## src/rtl/asc_packet_assembler.sv

```systemverilog
// asc_packet_assembler
//   Packs a fixed number of ASC bytes (little-endian) into one
//   ADDR_BITS+PAYLOAD_BITS word and presents it as an address/payload
//   write request for the scan-chain subsystem.
//
//   state   | meaning
//   --------+----------------------------------------------------------
//   COLLECT | accepting bytes into slot byte_cnt, in_ready=1
//   PRESENT | full packet held on pkt_addr/pkt_payload, pkt_valid=1
//
//   Optional feature macro: ASC_TIMEOUT_EN
//     defined   - a partial packet is dropped after TIMEOUT_CYCLES idle
//                 cycles, signalled by a one-cycle timeout_err pulse
//     undefined - partial packets are held until completion/flush/reset,
//                 timeout_err is tied low
//
//   Ports
//     clk          system clock
//     n_reset      asynchronous active-low reset
//     flush        synchronous abort of any partial or pending packet
//     in_valid     byte valid from the UART handler
//     in_ready     byte accepted when in_valid && in_ready
//     in_data      byte from the UART handler
//     pkt_valid    assembled packet available
//     pkt_ready    downstream accepts the packet
//     pkt_addr     packet address   (packed bits [ADDR_BITS-1:0])
//     pkt_payload  packet payload   (packed bits above the address)
//     timeout_err  one-cycle pulse when a partial packet times out
//     pkt_count    delivered packet count, wraps modulo 256
module asc_packet_assembler #(
  parameter int ADDR_BITS      = 12,
  parameter int PAYLOAD_BITS   = 160,
  parameter int CLOCK_FREQ     = 100_000_000,
  parameter int TIMEOUT_CYCLES = CLOCK_FREQ / 100
) (
  input  logic                    clk,
  input  logic                    n_reset,
  input  logic                    flush,
  input  logic                    in_valid,
  output logic                    in_ready,
  input  logic [7:0]              in_data,
  output logic                    pkt_valid,
  input  logic                    pkt_ready,
  output logic [ADDR_BITS-1:0]    pkt_addr,
  output logic [PAYLOAD_BITS-1:0] pkt_payload,
  output logic                    timeout_err,
  output logic [7:0]              pkt_count
);

  localparam int PACKET_BITS  = ADDR_BITS + PAYLOAD_BITS;
  localparam int PACKET_BYTES = (PACKET_BITS + 7) / 8;
  localparam int CNT_W        = (PACKET_BYTES > 1) ? $clog2(PACKET_BYTES) : 1;
  localparam logic [CNT_W-1:0] LAST_SLOT = CNT_W'(PACKET_BYTES - 1);

  typedef enum logic {COLLECT, PRESENT} state_t;

  state_t                 state;
  logic [CNT_W-1:0]       byte_cnt;
  // Only PACKET_BITS are stored; pad bits of the final byte are dropped.
  logic [PACKET_BITS-1:0] vec;

`ifdef ASC_TIMEOUT_EN
  localparam int TMO_W = $clog2(TIMEOUT_CYCLES + 1);
  // Expiry fires on the idle cycle that would bring the count to
  // TIMEOUT_CYCLES, so the pulse lands TIMEOUT_CYCLES cycles after the
  // last accepted byte.
  localparam logic [TMO_W-1:0] TMO_LAST = TMO_W'(TIMEOUT_CYCLES - 1);
  logic [TMO_W-1:0] tmo_cnt;
  logic             tmo_err;
  assign timeout_err = tmo_err;
`else
  assign timeout_err = 1'b0;
`endif

  assign in_ready    = (state == COLLECT);
  assign pkt_valid   = (state == PRESENT);
  assign pkt_addr    = vec[ADDR_BITS-1:0];
  assign pkt_payload = vec[PACKET_BITS-1:ADDR_BITS];

  always_ff @(posedge clk or negedge n_reset) begin
    if (!n_reset) begin
      state     <= COLLECT;
      byte_cnt  <= '0;
      vec       <= '0;
      pkt_count <= '0;
`ifdef ASC_TIMEOUT_EN
      tmo_cnt   <= '0;
      tmo_err   <= 1'b0;
`endif
    end else begin
`ifdef ASC_TIMEOUT_EN
      tmo_err <= 1'b0;
`endif
      if (flush) begin
        // Abort wins over byte accept, handshake and timeout alike.
        state    <= COLLECT;
        byte_cnt <= '0;
`ifdef ASC_TIMEOUT_EN
        tmo_cnt  <= '0;
`endif
      end else begin
        case (state)
          COLLECT: begin
            if (in_valid) begin
              for (int i = 0; i < PACKET_BITS; i++) begin
                if (byte_cnt == CNT_W'(i / 8))
                  vec[i] <= in_data[3'(i % 8)];
              end
              if (byte_cnt == LAST_SLOT) begin
                state    <= PRESENT;
                byte_cnt <= '0;
              end else begin
                byte_cnt <= byte_cnt + 1'b1;
              end
`ifdef ASC_TIMEOUT_EN
              tmo_cnt <= '0;
`endif
            end
`ifdef ASC_TIMEOUT_EN
            else if (byte_cnt != '0) begin
              if (tmo_cnt == TMO_LAST) begin
                byte_cnt <= '0;
                tmo_cnt  <= '0;
                tmo_err  <= 1'b1;
              end else begin
                tmo_cnt <= tmo_cnt + 1'b1;
              end
            end
`endif
          end
          PRESENT: begin
            if (pkt_ready) begin
              state     <= COLLECT;
              pkt_count <= pkt_count + 1'b1;
            end
          end
          default: state <= COLLECT;
        endcase
      end
    end
  end

endmodule

```

## config.mk

```make
export PLATFORM = sky130hd
export DESIGN_NAME = asc_packet_assembler
export DESIGN_NICKNAME = d
export VERILOG_FILES = /design/src/rtl/asc_packet_assembler.sv
export SDC_FILE = /design/constraint.sdc
export NUM_CORES = 1
export LEC_CHECK = 0
export ABC_AREA = 1
export CORE_ASPECT_RATIO = 1.1
export CORE_MARGIN = 5
export CORE_UTILIZATION = 45
export CTS_CLUSTER_DIAMETER = 120
export DETAILED_ROUTE_END_ITERATION = 8
export PLACE_DENSITY_LB_ADDON = 0.12
export SLEW_MARGIN = 10
export SYNTH_ARGS = -nofsm -noshare
export SYNTH_HDL_FRONTEND = slang
export SYNTH_SLANG_ARGS = --single-unit
```

## constraint.sdc

```tcl
create_clock -name clk -period 2.1 [get_ports clk]
set_input_delay 0.63 -clock clk [delete_from_list [all_inputs] [get_ports clk]]
set_output_delay 0.63 -clock clk [all_outputs]
set_load 0.05 [all_outputs]
```

==> reports/results.tsv <==
metric	value	unit
routed.top_layer	met4	
status	completed	
stdcell_area	5610	µm²
insertion_delay	0.34	ns
ant_nets	0	
dr_wl_met3	770	µm
synthCells	515	
cts_tree	yes	
finalMaxSlewViolations	0	
placed_cell_area	5330	µm²
nFillCells	976	
min-delay-path-class	primary input to async pin	
grt_overflow	0	
clkSinkCount	102	
drc	0	
finalHoldViolCount	0	
finalSetupViolCount	0	
clock.fmax	554	MHz
die_w	107	µm
drive_gt1_frac	0.215	
skew	0.00846	ns
globalplace.congestion	0.805	
min_period_over_period	0.860	
irDropWorstVdd	440	µV
areaGrowthSynthToFinish	20.5	%
rsz0062_at_grt	no	
min_period	1.81	ns
grt_pass1_wl	16900	µm
drt_iter0_drc	207	
synth_edf_count	0	
drt-vias-per-instance	4.53	
wl	10900	µm
crit_type	primary input to register	
synth_area_leaders	dfrtp_1 (55%), buf_4 (14%), nand2_1 (13%)	
yosysTopAreaCell	dfrtp_1	
synth_top_cell_area_share	0.548	
synthFlopType	dfrtp_1	
required	2.29	ns
relSlewSlack	0.471	
clkTransAtPathRegs	0.07	ns
nets	648	
worstPathArrival	1.99	ns
io_pins	196	
final_cell_mix	nand2_1 (160), buf_4 (104), dfrtp_1 (102)	
wl_met2	5230	µm
utilization	0.548	
grt_max_degree	40	
tightest_slew	0.793	ns
synth_seq_area_share	0.548	
fp.dieH	117	µm
synth_cell_type_count	19	
wl_per_cell	14.4	µm
cts_inserted_buffers	9	
wl_met1	4750	µm
dieArea	12500	µm²
start_util	0.454	
cts_resized	0	
hpwlAfterDp	7970	µm
place_inst	741	
port_buffers	106	
ctsHoldBuffers	0	
post_cts_buffers	0	
synth.avg_cell_area	9.04	µm²
fin_cells	757	
vias	3427	
core-area	10200	µm²
final_common_cell	nand2_1	
end_kind	register	
whs	0.147	ns
synth_seq_cells	102	
async_flop_share	1.00	
drtPass1Iterations	4	
clockBufferDepth	2	
cp_max_fo	8	
rows	39	
finalPower	0.00497	W
powerDensity	886	nW/µm²
synth_area	4660	µm²
grtUsageTotal	0.175	
rr_worst_depth	7	
maxCapViolCount	0	
grt_pass1_vias	3278	
num_antenna_cells	0	
p_leak	2.98	nW
antenna_found_initial	0	
cts_max_level	3	
cp-start-kind	primary input	
clockRootBuffer	clkbuf_16	
yosysWarnings	0	
-- routing by layer --
layer	GRT usage	vias up
met4	0.0563	0
met5	0	-
li1	-	1691
met3	0.0426	14
met1	0.223	1606
met2	0.295	116
-- critical path: stages --
cell and delay [ns]:
clkdlybuf4s50_1 0.44, inv_2 0.10, nand2_1 0.13, nor2_1 0.27, nand2_1 0.23, nand2_1 0.11
o21ai_0 0.08
-- report_power, final --
group          internal (W)  total, W  switching (W)  leakage (nW)
clock              0.000818   0.00158       0.000761         0.134
sequential          0.00209   0.00217      0.0000831          1.40
combinational      0.000239   0.00122       0.000982          1.45
total               0.00315   0.00497        0.00183          2.98
-- sequential cells by signal, summed over array words and instances (netlist names) --
register	cells
vec	88
pkt_count	8
byte_cnt	5
pkt_valid	1
-- area by class of cell --
| type | count | area, µm² | area share |
|---|---|---|---|
| inverter | 26 | 97.6 | 0.0174 |
| tap | 123 | 154 | 0.0274 |
| multi-input combinational | 378 | 1650 | 0.295 |
| sequential | 102 | 2550 | 0.455 |
| timing repair buffer | 112 | 871 | 0.155 |
| clock inverter | 7 | 57.6 | 0.0103 |
| clock buffer | 9 | 225 | 0.0401 |
-- metrics by stage --
| stage | TNS [ns] | setup WS, ns |
|---|---|---|
| after floorplan | 0 | 0.442 |
| after global placement | -0.666 | -0.0583 |
| after detailed placement | -1.49 | -0.0812 |
| after CTS | 0 | 0.283 |
| after global routing | 0 | 0.0707 |
| final | 0 | 0.294 |
-- cell usage after synthesis (4+ instances only) --
| library cell | count |
|---|---|
| nand2_1 | 160 |
| dfrtp_1 | 102 |
| buf_4 | 85 |
| o21ai_0 | 80 |
| inv_1 | 21 |
| nor2_1 | 14 |
| clkbuf_1 | 8 |
| nand3_1 | 8 |
| nor2_2 | 8 |
| ha_1 | 6 |
| inv_2 | 5 |
| o21ai_1 | 5 |
| xor2_1 | 4 |
-- path summary, 6_finish.rpt --
| path | startpoint | slack (ns) | endpoint |
|---|---|---|---|
| setup / recovery | flush | 0.29 | vec[81]$_DFFE_PN0P_ |
| hold / removal | n_reset | 0.15 | vec[112]$_DFFE_PN0P_ |
| setup reg to reg | byte_cnt[0]$_DFFE_PN0P_ | 0.50 | vec[34]$_DFFE_PN0P_ |
| hold reg to reg | vec[162]$_DFFE_PN0P_ | 0.48 | vec[162]$_DFFE_PN0P_ |
| max in group asynchronous | n_reset | 1.33 | pkt_valid$_DFF_PN0_ |
| min in group clk | vec[162]$_DFFE_PN0P_ | 0.48 | vec[162]$_DFFE_PN0P_ |
-- cell families after synthesis --
group | count (synthesis) | share of synthesized area
flops | 102 | 0.548
xor+xnor | 4 | 0.00752
compound gates | 88 | 0.0948
simple gates | 195 | 0.168
other cells | 1 | 0.000805
fa+ha+maj | 6 | 0.0161
buf+inv | 119 | 0.164
Power figures use the tool's default switching activity.
